[src/rtl/hwag_angle_counter.sv]
// Crank-angle generator: measures tooth periods, locks on the missing-tooth gap and interpolates angle between edges.
// Optional build macro HWAG_ANGLE_TIMEOUT_EN: a saturated tooth-period counter drops the engine back to IDLE.
module hwag_angle_counter #(
  parameter int TOOTH_WIDTH = 24,
  parameter int ANGLE_WIDTH = 24,
  parameter int TEETH       = 60,
  parameter int GAP         = 2,
  parameter int SUB_SHIFT   = 6
) (
  input  logic                   clk,
  input  logic                   arst_n,
  input  logic                   ena,
  input  logic                   cap,
  output logic [ANGLE_WIDTH-1:0] angle,
  output logic                   angle_tick,
  output logic [7:0]             tooth,
  output logic [TOOTH_WIDTH-1:0] last_period,
  output logic                   sync,
  output logic                   gap_pulse,
  output logic                   err
);
  localparam int               SUB_W      = $clog2((GAP + 1) << SUB_SHIFT);
  localparam logic [7:0]       LAST_TOOTH = 8'(TEETH - GAP - 1);
  localparam logic [SUB_W-1:0] SUB_LIM_N  = SUB_W'((1 << SUB_SHIFT) - 1);
  localparam logic [SUB_W-1:0] SUB_LIM_G  = SUB_W'(((GAP + 1) << SUB_SHIFT) - 1);

  typedef enum logic [1:0] {
    S_IDLE = 2'd0,
    S_SEEK = 2'd1,
    S_LOCK = 2'd2
  } state_t;

  state_t                 r_state;
  logic [TOOTH_WIDTH-1:0] r_period_cnt;
  logic [TOOTH_WIDTH-1:0] r_last_period;
  logic [TOOTH_WIDTH-1:0] r_div;
  logic [SUB_W-1:0]       r_sub;
  logic [ANGLE_WIDTH-1:0] r_angle;
  logic [7:0]             r_tooth;
  logic                   r_tick;
  logic                   r_sync;
  logic                   r_gap_pulse;
  logic                   r_err;

  logic [TOOTH_WIDTH:0]   w_gap_thresh;
  logic                   w_gap;
  logic                   w_cnt_sat;
  logic                   w_last_tooth;
  logic [TOOTH_WIDTH-1:0] w_step;
  logic [TOOTH_WIDTH-1:0] w_step_m1;
  logic [SUB_W-1:0]       w_sub_lim;
  logic [ANGLE_WIDTH-1:0] w_jump_angle;

  // r_period_cnt holds the period of the tooth that ends on this cap
  assign w_gap_thresh = {1'b0, r_last_period} + {2'b00, r_last_period[TOOTH_WIDTH-1:1]};
  assign w_gap        = {1'b0, r_period_cnt} > w_gap_thresh;
  assign w_cnt_sat    = (r_period_cnt == '1);
  assign w_last_tooth = (r_tooth == LAST_TOOTH);
  assign w_step       = r_last_period >> SUB_SHIFT;
  assign w_step_m1    = (w_step == '0) ? '0 : w_step - TOOTH_WIDTH'(1);
  assign w_sub_lim    = w_last_tooth ? SUB_LIM_G : SUB_LIM_N;
  assign w_jump_angle = ANGLE_WIDTH'(r_tooth + 8'd1) << SUB_SHIFT;

  always_ff @(posedge clk or negedge arst_n) begin
    if (!arst_n) begin
      r_state       <= S_IDLE;
      r_period_cnt  <= '0;
      r_last_period <= '0;
      r_div         <= '0;
      r_sub         <= '0;
      r_angle       <= '0;
      r_tooth       <= '0;
      r_tick        <= 1'b0;
      r_sync        <= 1'b0;
      r_gap_pulse   <= 1'b0;
      r_err         <= 1'b0;
    end else if (!ena) begin
      r_tick      <= 1'b0;
      r_gap_pulse <= 1'b0;
      r_err       <= 1'b0;
    end else begin
      r_tick      <= 1'b0;
      r_gap_pulse <= 1'b0;
      r_err       <= 1'b0;
      if (cap) begin
        r_period_cnt <= TOOTH_WIDTH'(1);
      end else if (!w_cnt_sat) begin
        r_period_cnt <= r_period_cnt + TOOTH_WIDTH'(1);
      end

      if (cap) begin
        // an edge always wins over a coinciding divider expiry
        r_div <= '0;
        r_sub <= '0;
        case (r_state)
          S_IDLE: begin
            r_state       <= S_SEEK;
            r_last_period <= r_period_cnt;
          end
          S_SEEK: begin
            if (w_gap) begin
              r_state     <= S_LOCK;
              r_sync      <= 1'b1;
              r_tooth     <= '0;
              r_angle     <= '0;
              r_gap_pulse <= 1'b1;
            end else begin
              r_last_period <= r_period_cnt;
            end
          end
          S_LOCK: begin
            if (!w_gap) begin
              r_last_period <= r_period_cnt;
            end
            if (w_gap && w_last_tooth) begin
              r_tooth     <= '0;
              r_angle     <= '0;
              r_tick      <= (r_angle != '0);
              r_gap_pulse <= 1'b1;
            end else if (!w_gap && !w_last_tooth) begin
              r_tooth <= r_tooth + 8'd1;
              r_angle <= w_jump_angle;
              r_tick  <= (w_jump_angle != r_angle);
            end else begin
              r_state <= S_SEEK;
              r_sync  <= 1'b0;
              r_err   <= 1'b1;
              r_tooth <= '0;
              r_angle <= '0;
              r_tick  <= (r_angle != '0);
            end
          end
          default: r_state <= S_IDLE;
        endcase
      end
`ifdef HWAG_ANGLE_TIMEOUT_EN
      else if (w_cnt_sat) begin
        r_err   <= (r_state == S_LOCK);
        r_state <= S_IDLE;
        r_sync  <= 1'b0;
        r_tooth <= '0;
        r_angle <= '0;
        r_div   <= '0;
        r_sub   <= '0;
        r_tick  <= (r_angle != '0);
      end
`endif
      else if (r_state == S_LOCK) begin
        // sub-ticks stop at the tooth limit so angle never runs into the next tooth
        if (r_div == w_step_m1) begin
          r_div <= '0;
          if (r_sub < w_sub_lim) begin
            r_sub   <= r_sub + SUB_W'(1);
            r_angle <= r_angle + ANGLE_WIDTH'(1);
            r_tick  <= 1'b1;
          end
        end else begin
          r_div <= r_div + TOOTH_WIDTH'(1);
        end
      end
    end
  end

  assign angle       = r_angle;
  assign angle_tick  = r_tick;
  assign tooth       = r_tooth;
  assign last_period = r_last_period;
  assign sync        = r_sync;
  assign gap_pulse   = r_gap_pulse;
  assign err         = r_err;

endmodule

[config.mk]
export PLATFORM = sky130hd
export DESIGN_NAME = hwag_angle_counter
export DESIGN_NICKNAME = d
export VERILOG_FILES = /design/src/rtl/hwag_angle_counter.sv
export SDC_FILE = /design/constraint.sdc
export NUM_CORES = 1
export LEC_CHECK = 0
export ABC_AREA = 1
export BUFFER_PORTS_ARGS = -buffer_cell sky130_fd_sc_hd__buf_2
export CAP_MARGIN = 25
export CORE_ASPECT_RATIO = 1.4
export CORE_MARGIN = 1
export CORE_UTILIZATION = 25
export CTS_CLUSTER_DIAMETER = 40
export DETAILED_ROUTE_END_ITERATION = 8
export HOLD_SLACK_MARGIN = 0.05
export SETUP_SLACK_MARGIN = 0.5
export SYNTH_ARGS = -nofsm -noshare
export SYNTH_HDL_FRONTEND = slang
export SYNTH_SLANG_ARGS = --single-unit
[constraint.sdc]
create_clock -name clk -period 4.7 [get_ports clk]
set_input_delay 0.94 -clock clk [delete_from_list [all_inputs] [get_ports clk]]
set_output_delay 0.94 -clock clk [all_outputs]
set_load 0.02 [all_outputs]
==> run summary <==
global route overflow -> 0
Reg2Reg Launch Point -> last_period[3]
syn_nets -> 1518
DIE HEIGHT -> 237.6 microns
CP arrival -> 4450 ps
core area -> 39280 sq um
Hold Startpoint -> r_period_cnt[14]
Critical path origin -> last_period[3]
Hold Crit Endpoint -> r_period_cnt[14]
Fill cells -> 4213
main area contributors after synthesis -> dfrtp_1 30%, nand2_1 15%, ha_1 11%
routed wire length -> 31160 microns
CP dominant cell by count -> nand2_1
Worst path slowest cell -> dfrtp_2
# IOs -> 64
post-route ant nets -> 0
Setup Skew -> 16.26 ps
# hold bufs at CTS -> 0
worst-case reg-to-reg path depth -> 29
fin crit share -> 0.8748
RSZ-0062 raised after global routing -> true
Syn Std Cell Area -> 9916 sq um
antenna violations before repair -> 1
Worst Setup Start Kind -> flop
clock-pin slew on the worst setup and hold paths -> 70 ps
Remaining DRCs -> 0
final setup fails -> 0
Critical Path Max Stage Delay -> 440 ps
highest clock rate -> 243.2 MHz
Post-Synth XOR/XNOR Area -> 0.07218
ys flop type -> dfrtp_1
Hold Path Class -> flop to flop
Vias/cell -> 4.790
first-pass GRT wire length -> 50630 microns
CP Class -> flop to flop
Leakage -> 5.609 nW
vias in the first global route -> 9904
Slew HR -> 0.3654
synth warn -> 0
P per Cell Area -> 389.1 nW/um^2
worst r2r dst -> angle_tick
H-Tree Depth -> 4
GP Congestion -> 0.8887
reg-to-reg slack, setup -> 590 ps
Compound-Gate Fraction of Synth Area -> 0.1103
area delta synth->final -> 21.65%
die area -> 40470 sq um
clock tree from TritonCTS -> done
status -> complete, no violations
Final Util -> 0.3071
Antenna Diode Count -> 0
Post-Synth Simple-Gate Area -> 0.3295
Yosys reg bits -> 118
top-count cell post-synth -> nand2_1
Max Fanout on Critical Path -> 4
post-synthesis mux area share -> 0
Synth area leader -> dfrtp_1
layout cells sized above 1 -> 0.1573
HPWL after DPL -> 23110 microns
Synth top cells by count -> 389 x nand2_1, 152 x inv_1, 132 x nor2_1
hold-critical path depth -> 2
largest family of logic cells by synthesized area -> simple AND/OR/NAND/NOR gates
Pins Over Slew Limit -> 0
Starting Density -> 0.2525
post-synthesis average cell area -> 6.939 sq um
Clock Tree Buf Depth -> 2
maximum VDD drop -> 0.0002919 V
chip width -> 170.3 microns
adder-cell share of the synthesized area -> 0.1080
sequential element share of the synthesized area -> 0.2978
clock sinks -> 118
post-synth cell types -> 47
cts bufs inserted -> 17
GRT Overall Usage -> 0.1580
Worst setup EP type -> flop
Max Cap Viol -> 0
DRT Pass-1 Iters -> 5
Tmin final -> 4112 ps
Avg WL per Cell -> 15.08 microns
Data required, critical path -> 5040 ps
Via Count -> 9897
number of synthesized flops with an enable pin -> 0
worst slew pin tran -> 952.0 ps
fin nets -> 1614
IO buf count -> 63
final hold violations -> 0
share of the synthesized area in the top cell type -> 0.2978
Rows -> 86
ys async rst share -> 1.000
Setup TNS -> 0 ps
Iteration-0 DRC Markers -> 682
Root Driver -> clkbuf_16
Clk Latency, worst-skew pair -> 450 ps
Post-Syn Instances -> 1429
largest net degree at the start of global routing -> 67
## area by class of cell
cell class	count	area [sq um]	share of cell area
Clock buffer	17	425.4	0.03527
Tap cell	528	660.6	0.05477
Timing Repair Buffer	117	758.2	0.06286
Multi-Input combinational cell	1113	6509	0.5396
Clock inverter	15	146.4	0.01214
Timing Repair inverter	1	6.256	0.0005186
Inverter	157	594.3	0.04927
Sequential cell	118	2963	0.2456
## registers in the layout, indices dropped and copies added, names as in the netlist
name and count:
last_period 24, r_sub 8, r_div 24, err 1
angle 24, sync 1, r_state 2, r_period_cnt 24
gap_pulse 1, tooth 8, angle_tick 1
## metal layers
metal  wire (microns)  global-route usage
met3             1179             0.02614
met4             1355             0.08299
met2            15710              0.2760
met5               17                   0
met1            12900              0.1832
## worst max-delay path: cells and delay by family (launching register included)
kind                     cells  cell delay (ps)
buffers and inverters        5              530
flip-flops                   1              440
AND/OR/NAND/NOR             14             1270
AO/OA/AOI/OAI                6              800
adder cells (fa/ha/maj)      3              720
XOR/XNOR                     1              240
## cell usage in the layout (no fill, tap or decap), types with 4 or more instances in the layout
cell type and instances:
ha_2 4, nand2_2 9, buf_6 6, nand4_1 57, xor2_1 58, nor2_1 119, a21oi_2 8, inv_2 5
ha_1 72, clkbuf_16 17, o31ai_1 18, o21ai_1 4, dfrtp_2 8, xnor2_1 18, buf_4 48, inv_1 148
ha_4 8, nand3_1 87, inv_6 5, nor2_4 5, buf_2 62, nor4_1 15, dfrtp_1 110, nor3_1 40
o21ai_0 79, nor2_2 12, a21oi_1 61, nand2_1 384, o21ai_2 6
## where the power goes
| group | internal (mW) | switching, mW |
|---|---|---|
| logic | 0.715 | 1.33 |
| registers | 1.14 | 0.205 |
| clock network | 0.740 | 0.561 |
## logic make-up after synthesis
| group | after synthesis |
|---|---|
| simple gates | 750 |
| buf+inv | 199 |
| compound gates | 197 |
| flops | 118 |
| fa+ha+maj | 85 |
| xor+xnor | 80 |
## how the worst max path moves through the flow
stage,endpoint,slack (ps),cells past startpoint
after floorplan,angle_tick,530,28
after global placement,angle[13],90,30
after detailed placement,angle_tick,-20,29
after CTS,angle_tick,500,30
after global routing,angle_tick,280,31
final,angle_tick,590,29
## per-stage QoR
step	power [mW]	setup slack [ps]	instances	area [sq um]	hold slack, ps
detailed placement	3.183	-21.38	2014	10950	516.4
finish	4.694	588.3	2066	12060	540.3
floorplan	2.651	531.0	1429	9917	479.7
global placement	3.164	88.50	2014	10950	501.3
CTS	4.616	500.9	2058	11790	534.6
global route	5.046	280.3	2066	12060	560.7
## timing repair
item | 4_1_cts | 5_1_grt
endpoints found under the setup margin | 58 | 60
buffers inserted | 11 | 6
pin swaps | 19 | 17
cloned | 1 | 2
resized for setup | 41 | 55
Power figures use the tool's default switching activity.
